### src/rtl/datapath_pkg.sv
// Shared definitions for the register-file + ALU datapath: ALU opcodes and
// the register values that power-up and reset both restore.
package datapath_pkg;

  localparam logic [2:0] ALU_ADD   = 3'b000;
  localparam logic [2:0] ALU_SUB   = 3'b001;
  localparam logic [2:0] ALU_AND   = 3'b010;
  localparam logic [2:0] ALU_OR    = 3'b011;
  localparam logic [2:0] ALU_XOR   = 3'b100;
  localparam logic [2:0] ALU_SLT   = 3'b101;
  localparam logic [2:0] ALU_NOR   = 3'b110;
  localparam logic [2:0] ALU_PASSA = 3'b111;

  localparam int NUM_REGS = 4;

  // Signed so that a width cast sign-extends -1 into all-ones at any WIDTH.
  localparam int signed RST_R0 = 0;
  localparam int signed RST_R1 = 0;
  localparam int signed RST_R2 = -1;
  localparam int signed RST_R3 = 1;

endpackage

### src/rtl/datapath_regfile.sv
// Four-entry register file: two asynchronous read ports, one synchronous
// write port, asynchronous reset to the package reset constants.
module datapath_regfile
  import datapath_pkg::*;
#(
  parameter int WIDTH = 32
) (
  input  logic             clk,
  input  logic             rst,
  input  logic             we,
  input  logic [1:0]       raddr1,
  input  logic [1:0]       raddr2,
  input  logic [1:0]       waddr,
  input  logic [WIDTH-1:0] wdata,
  output logic [WIDTH-1:0] rdata1,
  output logic [WIDTH-1:0] rdata2
);

  // The declaration value gives correct contents at power-up even if rst
  // is never asserted; rst restores the same values.
  logic [WIDTH-1:0] register [0:NUM_REGS-1] = '{
    WIDTH'(RST_R0), WIDTH'(RST_R1), WIDTH'(RST_R2), WIDTH'(RST_R3)
  };

  assign rdata1 = register[raddr1];
  assign rdata2 = register[raddr2];

  always_ff @(posedge clk or posedge rst) begin
    if (rst) begin
      register[0] <= WIDTH'(RST_R0);
      register[1] <= WIDTH'(RST_R1);
      register[2] <= WIDTH'(RST_R2);
      register[3] <= WIDTH'(RST_R3);
    end else if (we) begin
      register[waddr] <= wdata;
    end
  end

endmodule

### src/rtl/datapath.sv
// Register-file + ALU datapath: reads two registers, applies the selected ALU
// operation and optionally writes the result back; Zero flags a zero result.
module datapath
  import datapath_pkg::*;
#(
  parameter int WIDTH = 32
) (
  input  logic       clk,
  input  logic       rst,
  input  logic       wr,
  input  logic [2:0] ALUControl,
  input  logic [1:0] addr1,
  input  logic [1:0] addr2,
  input  logic [1:0] addr3,
  output logic       Zero
);

  logic [WIDTH-1:0]        rdata1;
  logic [WIDTH-1:0]        rdata2;
  logic signed [WIDTH-1:0] opa;
  logic signed [WIDTH-1:0] opb;
  logic [WIDTH-1:0]        result;

  // Results wrap modulo 2^WIDTH; only SLT needs signed interpretation.
  function automatic logic [WIDTH-1:0] alu_eval(
    input logic [2:0]              op,
    input logic signed [WIDTH-1:0] a,
    input logic signed [WIDTH-1:0] b
  );
    logic [WIDTH-1:0] r;
    r = '0;
    case (op)
      ALU_ADD:   r = a + b;
      ALU_SUB:   r = a - b;
      ALU_AND:   r = a & b;
      ALU_OR:    r = a | b;
      ALU_XOR:   r = a ^ b;
      ALU_SLT:   r = {{(WIDTH-1){1'b0}}, (a < b)};
      ALU_NOR:   r = ~(a | b);
      ALU_PASSA: r = a;
      default:   r = '0;
    endcase
    return r;
  endfunction

  datapath_regfile #(
    .WIDTH(WIDTH)
  ) rf (
    .clk    (clk),
    .rst    (rst),
    .we     (wr),
    .raddr1 (addr1),
    .raddr2 (addr2),
    .waddr  (addr3),
    .wdata  (result),
    .rdata1 (rdata1),
    .rdata2 (rdata2)
  );

  assign opa = $signed(rdata1);
  assign opb = $signed(rdata2);

  always_comb begin
    result = alu_eval(ALUControl, opa, opb);
  end

  assign Zero = (result == '0);

endmodule

### config.mk
export PLATFORM = sky130hd
export DESIGN_NAME = datapath
export DESIGN_NICKNAME = d
export VERILOG_FILES = /design/src/rtl/datapath_pkg.sv /design/src/rtl/datapath_regfile.sv /design/src/rtl/datapath.sv
export SDC_FILE = /design/constraint.sdc
export NUM_CORES = 1
export LEC_CHECK = 0
export ABC_AREA = 1
export CORE_UTILIZATION = 55
export CTS_BUF_LIST = sky130_fd_sc_hd__clkbuf_16
export CTS_CLUSTER_SIZE = 30
export DETAILED_ROUTE_END_ITERATION = 10
export GPL_TIMING_DRIVEN = 0
export PLACE_DENSITY = 0.68
export SLEW_MARGIN = 0
export SYNTH_ARGS = -nofsm -noshare
export SYNTH_HDL_FRONTEND = slang
export SYNTH_SLANG_ARGS = --single-unit
### constraint.sdc
create_clock -name clk -period 4.1 [get_ports clk]
set_input_delay 0.41 -clock clk [delete_from_list [all_inputs] [get_ports clk]]
set_output_delay 0.41 -clock clk [all_outputs]
set_load 0.05 [all_outputs]
# Word level (Yosys, flattened, before mapping)
# Index checks and enable logic that the tools add are counted.
[word_totals] output_inout_bits=1 inputBits=12 regBits=128 word_cells=38
[classes] mux=10 reduce_logical=3 eq_ne=7 bitwise=7 magnitude_cmp=5 add_sub_neg=2
[op_table] op="one-hot mux 32 bit (8 select lines)" n=1
[op_table] op="2-to-1 mux 32 bit" n=5
[op_table] op="binary-select mux 32 bit (select 2 bit)" n=2
[op_table] op="bitwise mux 128 bit" n=1
[op_table] op="demux 32 bit (select 2 bit)" n=1
[op_table] op="adder 32 bit" n=1
[op_table] op="AND 32 bit" n=1
[op_table] op="zero test 32 bit" n=1
[op_table] op="less-than comparator 32 bit" n=1
[op_table] op="inverter 32 bit" n=1
[op_table] op="OR 32 bit" n=1
[op_table] op="subtractor 32 bit" n=1
[op_table] op="bitwise XOR 32 bit" n=1
[op_table] op="equality test 3 bit, second input constant" n=4
[op_table] op=">= comparator 3 bit, second input constant" n=3
[op_table] op="inverter 2 -> 3 bit" n=3
[op_table] op="equality test 3 x 2 -> 1 bit, second input constant" n=2
[op_table] op="equality test 3 x 1 -> 1 bit, second input constant" n=1
[op_table] op="zero test 3 bit" n=1
[op_table] op="less-than comparator 3 x 1 -> 1 bit, second input constant" n=1
[op_table] op="logical AND 1 bit" n=1

# Logic depth before layout (Yosys ltp)
# Gate-level depths: netlist of run 1.
[logic_depth] ltp_word=8 depth_mapped=27 depth_no_buf=25

# By module
# A second synthesis of run 1 with hierarchy kept.
[hier_totals] cells_unflattened=2613 area_unflattened_um2=15044.4
[modules_own_cells] mod="datapath_regfile" instances=1 cells_each=1183 area_per_inst_um2=7933.9 seq_area_each_um2=3244.4
[modules_own_cells] mod="datapath" instances=1 cells_each=1430 area_per_inst_um2=7110.6 seq_area_each_um2=0.0

# Least setup slack after synthesis of run 1
# OpenSTA, ideal clock, no wires.
[synth_timing] path_kind="input-to-output" start="in addr2[0]" end="out Zero" arrival_ns=3.957 stages=23 path_buffers=3 required_ns=3.690 setup_slack_ns=-0.267 path_cell_list="clkbuf_1 -> clkbuf_1 -> buf_1 -> nand2_1 -> a32oi_1 -> ha_1 -> inv_1 -> fa_1 -> nand2_1 -> nand2_1 -> nand3_1 -> nand2_1 -> nand2_1 -> nand3_1 -> nand2_1 -> nand3_1 -> nand3_1 -> nand3_1 -> nor2_1 -> nand2_1 -> nor2_1 -> nand2_1 -> nor2_1"
[synth_via] elab_chain_cells=8 elab_cells_between_ends=13 cone_classes="add/sub: 2; order compare: 1; mux: 4; bitwise: 5; reduce/logical: 1"
[synth_lines] item="start, declared" line="datapath.sv:13" text="input logic [1:0] addr2,"
[synth_lines] item="inverter 2 -> 3 bit (implied by the code) (*)" line="datapath_regfile.sv:26" text="assign rdata2 = register[raddr2];"
[synth_lines] item="binary-select mux 32 bit (select 2 bit) (*)" line="datapath_regfile.sv:26"
[synth_lines] item="2-to-1 mux 32 bit (implied by the code) (*) (2 in a row)" line="datapath_regfile.sv:26"
[synth_lines] item="parallel branches: the longest is 2 deep, another holds subtractor 32 bit"
[synth_lines] item="one-hot mux 32 bit (8 select lines) (*)" line="datapath.sv:32" text="case (op)"
[synth_lines] item="zero test 32 bit (*)" line="datapath.sv:67" text="assign Zero = (result == '0);"
[synth_lines] item="end, declared" line="datapath.sv:15" text="output logic Zero"
# Every way passes the cells marked *. The select of a mux whose other input is x is not followed.

# Final worst setup path of run 1
[layout_timing] start="reg rf.register[62] (netlist bit)" end="out Zero"
[layout_via] elab_chain_cells=7 elab_cells_between_ends=15 cone_classes="add/sub: 2; order compare: 1; mux: 7; bitwise: 4; reduce/logical: 1"
[layout_lines] item="start, declared" line="datapath_regfile.sv:21" text="logic [WIDTH-1:0] register [0:NUM_REGS-1] = '{"
[layout_lines] item="start signal, assigned by index" line="datapath_regfile.sv:35" text="register[waddr] <= wdata;"
[layout_lines] item="parallel branches: the longest is 5 deep, another holds subtractor 32 bit"
[layout_lines] item="one-hot mux 32 bit (8 select lines) (*)" line="datapath.sv:32"
[layout_lines] item="zero test 32 bit (*)" line="datapath.sv:67"
# Marked as above.

==> flow_summary_export.csv, run 1 <==
group,metric,value,unit
status,outcome,"finished, violations left",
status,violations,"negative setup slack",
placed_design,gp_congestion,1.027,
critical_path,critical-path-top-delay-family,"simple AND/OR/NAND/NOR gates",
cts,insertion_delay,430,ps
floorplan,die_height,160.4,um
yosys,synth_area,13810,um^2
critical_path,critPathLaunchType,"flop",
yosys,yosys_warnings,0,
critical_path,arrival,3710,ps
global_route,first_global_vias,15321,
global_route,antenna_found_initial,0,
routing,route.final.wire_length,58790,um
final_layout,layout-drive-gt1-share,0.2042,
floorplan,start_util,0.5644,
routing,vias,16970,
final_layout,design_area,17330,um^2
cts,cts_made_buffers,17,
placed_design,placement.io_buffers,9,
yosys,synth.distinct_cells,42,
yosys,syn_inst,2390,
cts,cts_hold_buf,0,
floorplan,coreArea,24460,um^2
power,power,9532,uW
critical_path,slowest_stage,"dfstp_2",
yosys,synth-compound-area-share,0.1416,
final_layout,top_register,"rf.register",
yosys,synth_seq_area_share,0.2350,
global_route,overflow,0,
routing,dr.pass1.iters,8,
cts,htreeDepth,4,
cts,cts.sinks,128,
critical_path,crit_buf_inv,3,
yosys,yosys_register_bits,128,
placed_design,hpwl,42340,um
final_layout,utilization,0.7085,
final_layout,antennaDiodeCount,0,
critical_path,cpPeakStageDelay,550,ps
cts,cts-root-buf,"clkbuf_16",
critical_path,crit_path_frequent_cell,"nand2_1",
routing,wl_per_cell,20.83,um
timing,setup_tns,-22.63,ps
timing,max_slew_margin,0.3425,
routing,antenna_left,0,
yosys,synth_edf_count,0,
critical_path,cp_max_fo,8,
floorplan,fp-row-count,57,
worst_hold_path,worstHoldPathType,"in -> async",
floorplan,die_area,25740,um^2
routing,vias_per_cell,6.013,
power,p_leak,0.008975,uW
final_layout,area_growth,25.54,%
critical_path,cp-end-kind,"primary output",
timing,setup_viol,1,
cts,cts_tree,"yes",
yosys,postSynthAreaPerCell,5.776,um^2
floorplan,fp.dieW,160.4,um
routing,dr.first_iter.drc_count,2374,
global_route,grtUsageTotal,0.4427,
critical_path,path_cells,"nand2_1 -> a32oi_2 -> inv_1 -> ha_1 -> inv_1 -> o21bai_1 -> nor2_1 -> nand2_1 -> a21oi_1 -> nand3_1 -> nand3_2 -> nand3_4 -> nor2_1 -> nand2_1 -> nor2_2 -> nand2_2 -> nor2_4 -> buf_6",
global_route,grt_pass1_wl,85930,um
yosys,synth-xor-area-share,0.007613,
final_layout,reg_top3,"rf.register: 128 flops",
final_layout,fillerInstances,2155,
yosys,synth_top_family_by_area,"simple AND/OR/NAND/NOR gates",
floorplan,ios,13,
power,ir_drop,379.7,uV
cts,cts_buffer_depth,2,
yosys,synthesis.nets,2500,
placed_design,place_area,14340,um^2
power,pwr_density_cell,550.0,nW/um^2
timing,post-route-period-util,1.006,
timing,hold_viol,0,
timing,fin_crit,4123,ps
timing,fin_ws,-22.63,ps
yosys,synthSimpleGateAreaFrac,0.3787,
timing,drv_slew,0,
job,max_cap_violations,0,
yosys,ys_dominant_reg_cell,"dfrtp_1",
routing,drc,0,
final_layout,fin_nets,2595,
timing,worstMarginPinSlew,986.2,ps
global_route,grt_max_degree,90,
yosys,synth_mux_area_frac,0,
timing,finClkSkew,10.91,ps
critical_path,crit_type,"reg -> out",
cts,clkSlewWorstSetupHoldPaths,60,ps
timing,max_freq,0.2426,GHz
yosys,ys_async_sr_fraction,1.000,
critical_path,worst-endpoint-required,3690,ps
final_layout,largest_reg_flops,128,
yosys,synthAdderAreaFrac,0.08990,
timing,rsz0062_at_grt,"yes",
final timing paths:
path	slack, ps	cells after the start	end	start
min in group clk	480	2	rf.register[48]	rf.register[48]
min	350	2	rf.register[101]	rst
max in group asynchronous	2940	3	rf.register[50]	rst
min reg2reg	480	2	rf.register[48]	rf.register[48]
max	-20	18	Zero	rf.register[62]
max reg2reg	920	18	rf.register[108]	rf.register[0]
metrics by stage:
step	std cells	hold slack, ps	setup WS (ps)
after CTS	2790	373.9	0.2209
after detailed placement	2724	467.0	-2200
final	2822	354.5	-22.63
after global routing	2822	387.4	-132.9
after floorplan	2390	453.0	81.88
after global placement	2723	464.0	-2135
per-layer routing:
metal / vias to the layer above / track usage / share of wire
li1: 7641 / - / -
met1: 7781 / 0.5723 / 0.37
met2: 1279 / 0.6869 / 0.44
met3: 269 / 0.09788 / 0.13
met4: 0 / 0.2411 / 0.061
met5: - / 0 / 0
cell usage in the layout, fill, tap and decap left out, types with 8 or more instances in the layout:
| cell type | n |
|---|---|
| a211oi_1 | 9 |
| a21oi_1 | 120 |
| a21oi_2 | 18 |
| a32oi_2 | 11 |
| a32oi_4 | 19 |
| buf_2 | 15 |
| buf_4 | 80 |
| buf_6 | 17 |
| clkbuf_1 | 26 |
| clkbuf_16 | 20 |
| clkbuf_4 | 14 |
| dfrtp_1 | 95 |
| dfstp_2 | 33 |
| ha_1 | 86 |
| inv_1 | 367 |
| inv_2 | 26 |
| nand2_1 | 885 |
| nand2_2 | 62 |
| nand3_1 | 92 |
| nand3_2 | 43 |
| nand3_4 | 22 |
| nand4_1 | 14 |
| nor2_1 | 105 |
| nor2_2 | 40 |
| nor2_4 | 19 |
| o2111ai_1 | 8 |
| o21ai_0 | 96 |
| o22ai_1 | 18 |
| xor2_1 | 11 |
cells by family (layout without fill, tap and decap cells):
kind of cell               count (synthesis)  count (layout)
adders and majority gates                 98              98
xor gates and xnor gates                  12              12
buffers and inverters                    510             618
and+or+nand+nor                         1309            1309
DFF                                      128             128
AOI/OAI and AO/OA                        333             333
repair_timing:
| action | CTS | global route |
|---|---|---|
| setup buffers | 33 | 33 |
| pin swaps | 46 | 75 |
| cloned | 3 | 0 |
| endpoints found under the setup margin | 55 | 1 |
| resized for setup | 272 | 211 |
synth_stat cells (7+ instances only):
master	count	area, um^2
buf_4	7	52.55
a211oi_1	9	67.56
nand4_1	14	87.58
a21oi_1	138	690.7
clkbuf_1	46	172.7
inv_1	389	1460
dfstp_2	33	867.1
dfrtp_1	95	2377
nand2_1	954	3581
nor2_1	162	608.1
buf_2	40	200.2
nor3_1	11	55.05
o22ai_1	18	112.6
nand3_1	152	760.7
buf_1	12	45.04
o2111ai_1	10	87.58
xor2_1	11	96.34
a32oi_1	32	280.3
ha_1	96	1201
o21bai_1	7	52.55
inv_2	7	26.28
o21ai_0	102	510.5
power by group:
| group | switching, uW | internal (uW) | total [uW] | leakage, uW |
|---|---|---|---|---|
| registers | 286 | 1720 | 2010 | 0.00157 |
| logic | 3970 | 2030 | 6000 | 0.00713 |
| clock network | 621 | 901 | 1520 | 0.000283 |
| total | 4880 | 4650 | 9530 | 0.00898 |
layout make-up:
class	instances	area, um^2	area share
inverters	399	1513	0.08728
well taps	324	405.4	0.02339
flip-flops and latches	128	3244	0.1872
repair inverters	1	7.507	0.0004332
clock buffers	17	425.4	0.02455
plain buffers	108	804.5	0.04642
clock inverters	15	157.7	0.009096
multi-input cells	1752	10080	0.5817
repair buffers	78	691.9	0.03992
Note: power is estimated with default switching activity, not from simulation.
==> run 2: changes to the inputs <==
- clock period: 4.1 -> 4.4 ns (I/O delays scaled with it)
==> run 2 against run 1 <==
Compared with the run above: critical endpoint unchanged; power decreased by 15%; clock-buffer cell count unchanged; the flow still finishes with violations (negative setup slack); combinational power decreased by 21%; core utilization decreased by 5.6 points; die area unchanged; sequential share of layout area increased by 1.6 points; first-iteration DRC count increased by 9.1%.
==> flow_summary_export.csv, run 2 (synthesis gave the netlist of run 1 again) <==
group,metric,value,unit
status,outcome,"finished, violations left",
status,violations,"negative setup slack",
critical_path,worst-endpoint-required,3960,ps
routing,dr.first_iter.drc_count,2590,
timing,finClkSkew,14.80,ps
timing,setup_tns,-55.25,ps
global_route,antenna_found_initial,1,
power,power,8062,uW
power,ir_drop,390.3,uV
routing,dr.pass1.iters,7,
timing,fin_hold_ws,346.1,ps
job,max_cap_violations,0,
floorplan,ios,13,
timing,post-route-period-util,1.013,
routing,antenna_left,0,
critical_path,arrival,4020,ps
cts,cts_buffer_depth,2,
placed_design,gp_congestion,1.056,
final_layout,mostFrequentLayoutCells,"nand2_1, inv_1, nor2_1, a21oi_1, nand3_1",
final_layout,fillerInstances,2276,
global_route,grt_pass1_wl,85290,um
floorplan,fp.dieW,160.4,um
critical_path,cp-end-kind,"primary output",
final_layout,final_common_cell,"nand2_1",
critical_path,critPathLaunchType,"input pin",
global_route,first_global_vias,15055,
cts,cts-root-buf,"clkbuf_16",
final_layout,reg_top3,"rf.register: 128 flops",
critical_path,cp_max_fo,10,
cts,htreeDepth,4,
cts,cts.sinks,128,
power,p_int,3913,uW
timing,worstMarginPinSlew,1081,ps
routing,drc,0,
placed_design,placement.io_buffers,9,
timing,fin_crit,4455,ps
power,p_switching,4149,uW
placed_design,hpwl,42520,um
timing,max_freq,0.2245,GHz
critical_path,reg2regPathDepth,18,
global_route,grtUsageTotal,0.4385,
timing,rsz0062_at_grt,"yes",
cts,cts_made_buffers,17,
floorplan,coreArea,24460,um^2
critical_path,crit_type,"in -> out",
global_route,grt_max_degree,100,
timing,fin_ws,-55.25,ps
floorplan,start_util,0.5644,
power,pwr_density_cell,504.9,nW/um^2
floorplan,fp-row-count,57,
power,p_comb_frac,0.592,
routing,wl_per_cell,20.54,um
routing,vias,16376,
routing,route.final.wire_length,56990,um
timing,hold_viol,0,
timing,drv_slew,0,
power,p_leak,0.008565,uW
cts,cts_hold_buf,0,
placed_design,dpl_worst_slack,-2093,ps
final_layout,largest_reg_flops,128,
cts,clkSlewWorstSetupHoldPaths,70,ps
worst_hold_path,worstHoldPathType,"in -> async",
floorplan,die_height,160.4,um
final_layout,layout-drive-gt1-share,0.1127,
floorplan,die_area,25740,um^2
critical_path,rrSetupSlack,1200,ps
power,clockPowerShare,0.176,
final_layout,fin_nets,2546,
final_layout,utilization,0.6528,
critical_path,rr_endpoint,"rf.register[64]",
critical_path,r2r-start,"rf.register[0]",
routing,vias_per_cell,5.903,
cts,insertion_delay,430,ps
cts,cts_tree,"yes",
timing,max_slew_margin,0.2719,
timing,setup_viol,1,
final_layout,area_growth,15.66,%
global_route,overflow,0,
power,power_frac_seq,0.232,
power,switching_share,0.5146,
final_layout,top_register,"rf.register",
## run 2: cell types whose count changed in the layout (fill, tap and decap cells not counted), sizes merged
| cell | previous run | this run |
|---|---|---|
| inv | 404 | 402 |
| clkdlybuf4s15 | 0 | 1 |
| clkinv | 5 | 6 |
| diode | 0 | 1 |
| clkbuf | 71 | 58 |
| buf | 125 | 87 |
| bufbuf | 0 | 1 |
| clkinvlp | 4 | 5 |
## run 2: final cells by class
class	count	area (um^2)	area share
well taps	324	405.4	0.02539
repair buffers	27	272.8	0.01708
clock inverters	15	157.7	0.009873
diodes	1	2.502	0.0001567
flip-flops and latches	128	3244	0.2032
inverters	399	1511	0.09466
repair inverters	1	7.507	0.0004701
multi-input cells	1752	9228	0.5779
plain buffers	110	713.2	0.04466
clock buffers	17	425.4	0.02664
## run 2: power by group through the flow
stage	Sequential (uW)	Clock, uW	Combinational (uW)
4_1_cts	1840	1410	4520
3_3_place_gp	1850	0	4120
2_1_floorplan	1790	0	3020
3_5_place_dp	1860	0	4210
5_1_grt	1890	1460	5230
6_report	1870	1420	4770
## run 2: how the worst max path moves through the flow
| stage | start | slack (ps) | end |
|---|---|---|---|
| after detailed placement | addr2[0] | -2090 | Zero |
| after global placement | addr2[0] | -1970 | Zero |
| after global routing | addr2[1] | -160 | Zero |
| after floorplan | addr2[0] | 190 | Zero |
| after CTS | addr2[0] | 0.8 | Zero |
| final | addr2[1] | -60 | Zero |
## run 2: critical path, stage by stage
cell             delay [ps]
clkdlybuf4s15_2         250
clkinvlp_4              190
clkbuf_8                240
a32oi_2                 370
inv_1                   120
ha_1                    290
buf_2                   250
nand2_1                 140
nor2_1                  230
nand2_1                 110
nor2_1                  120
nand2_2                  90
nand2_1                  80
nand2_1                  40
nand3_1                 120
nand3_4                 170
nor2_1                  120
nand2_1                  70
nor2_2                  140
nand2_2                 100
nor2_4                  130
buf_6                   160
## run 2: metal layers
layer / wire length [um] / track usage
met1: 21470 / 0.5701
met2: 24290 / 0.6783
met3: 7795 / 0.1059
met4: 3411 / 0.2199
met5: 29 / 0
## run 2: repair_timing
item / CTS / global route
gates cloned: 2 / 0
buffers inserted: 14 / 2
pin swaps: 16 / 7
setup endpoints to repair: 14 / 1
resized for setup: 165 / 49
hold endpoints to repair: 0 / 0
## run 2: stage by stage
stage          instance area (um^2)  instances
6_report                      15970       2774
3_3_place_gp                  14300       2723
3_5_place_dp                  14340       2724
5_1_grt                       15970       2773
2_1_floorplan                 13810       2390
4_1_cts                       15800       2772
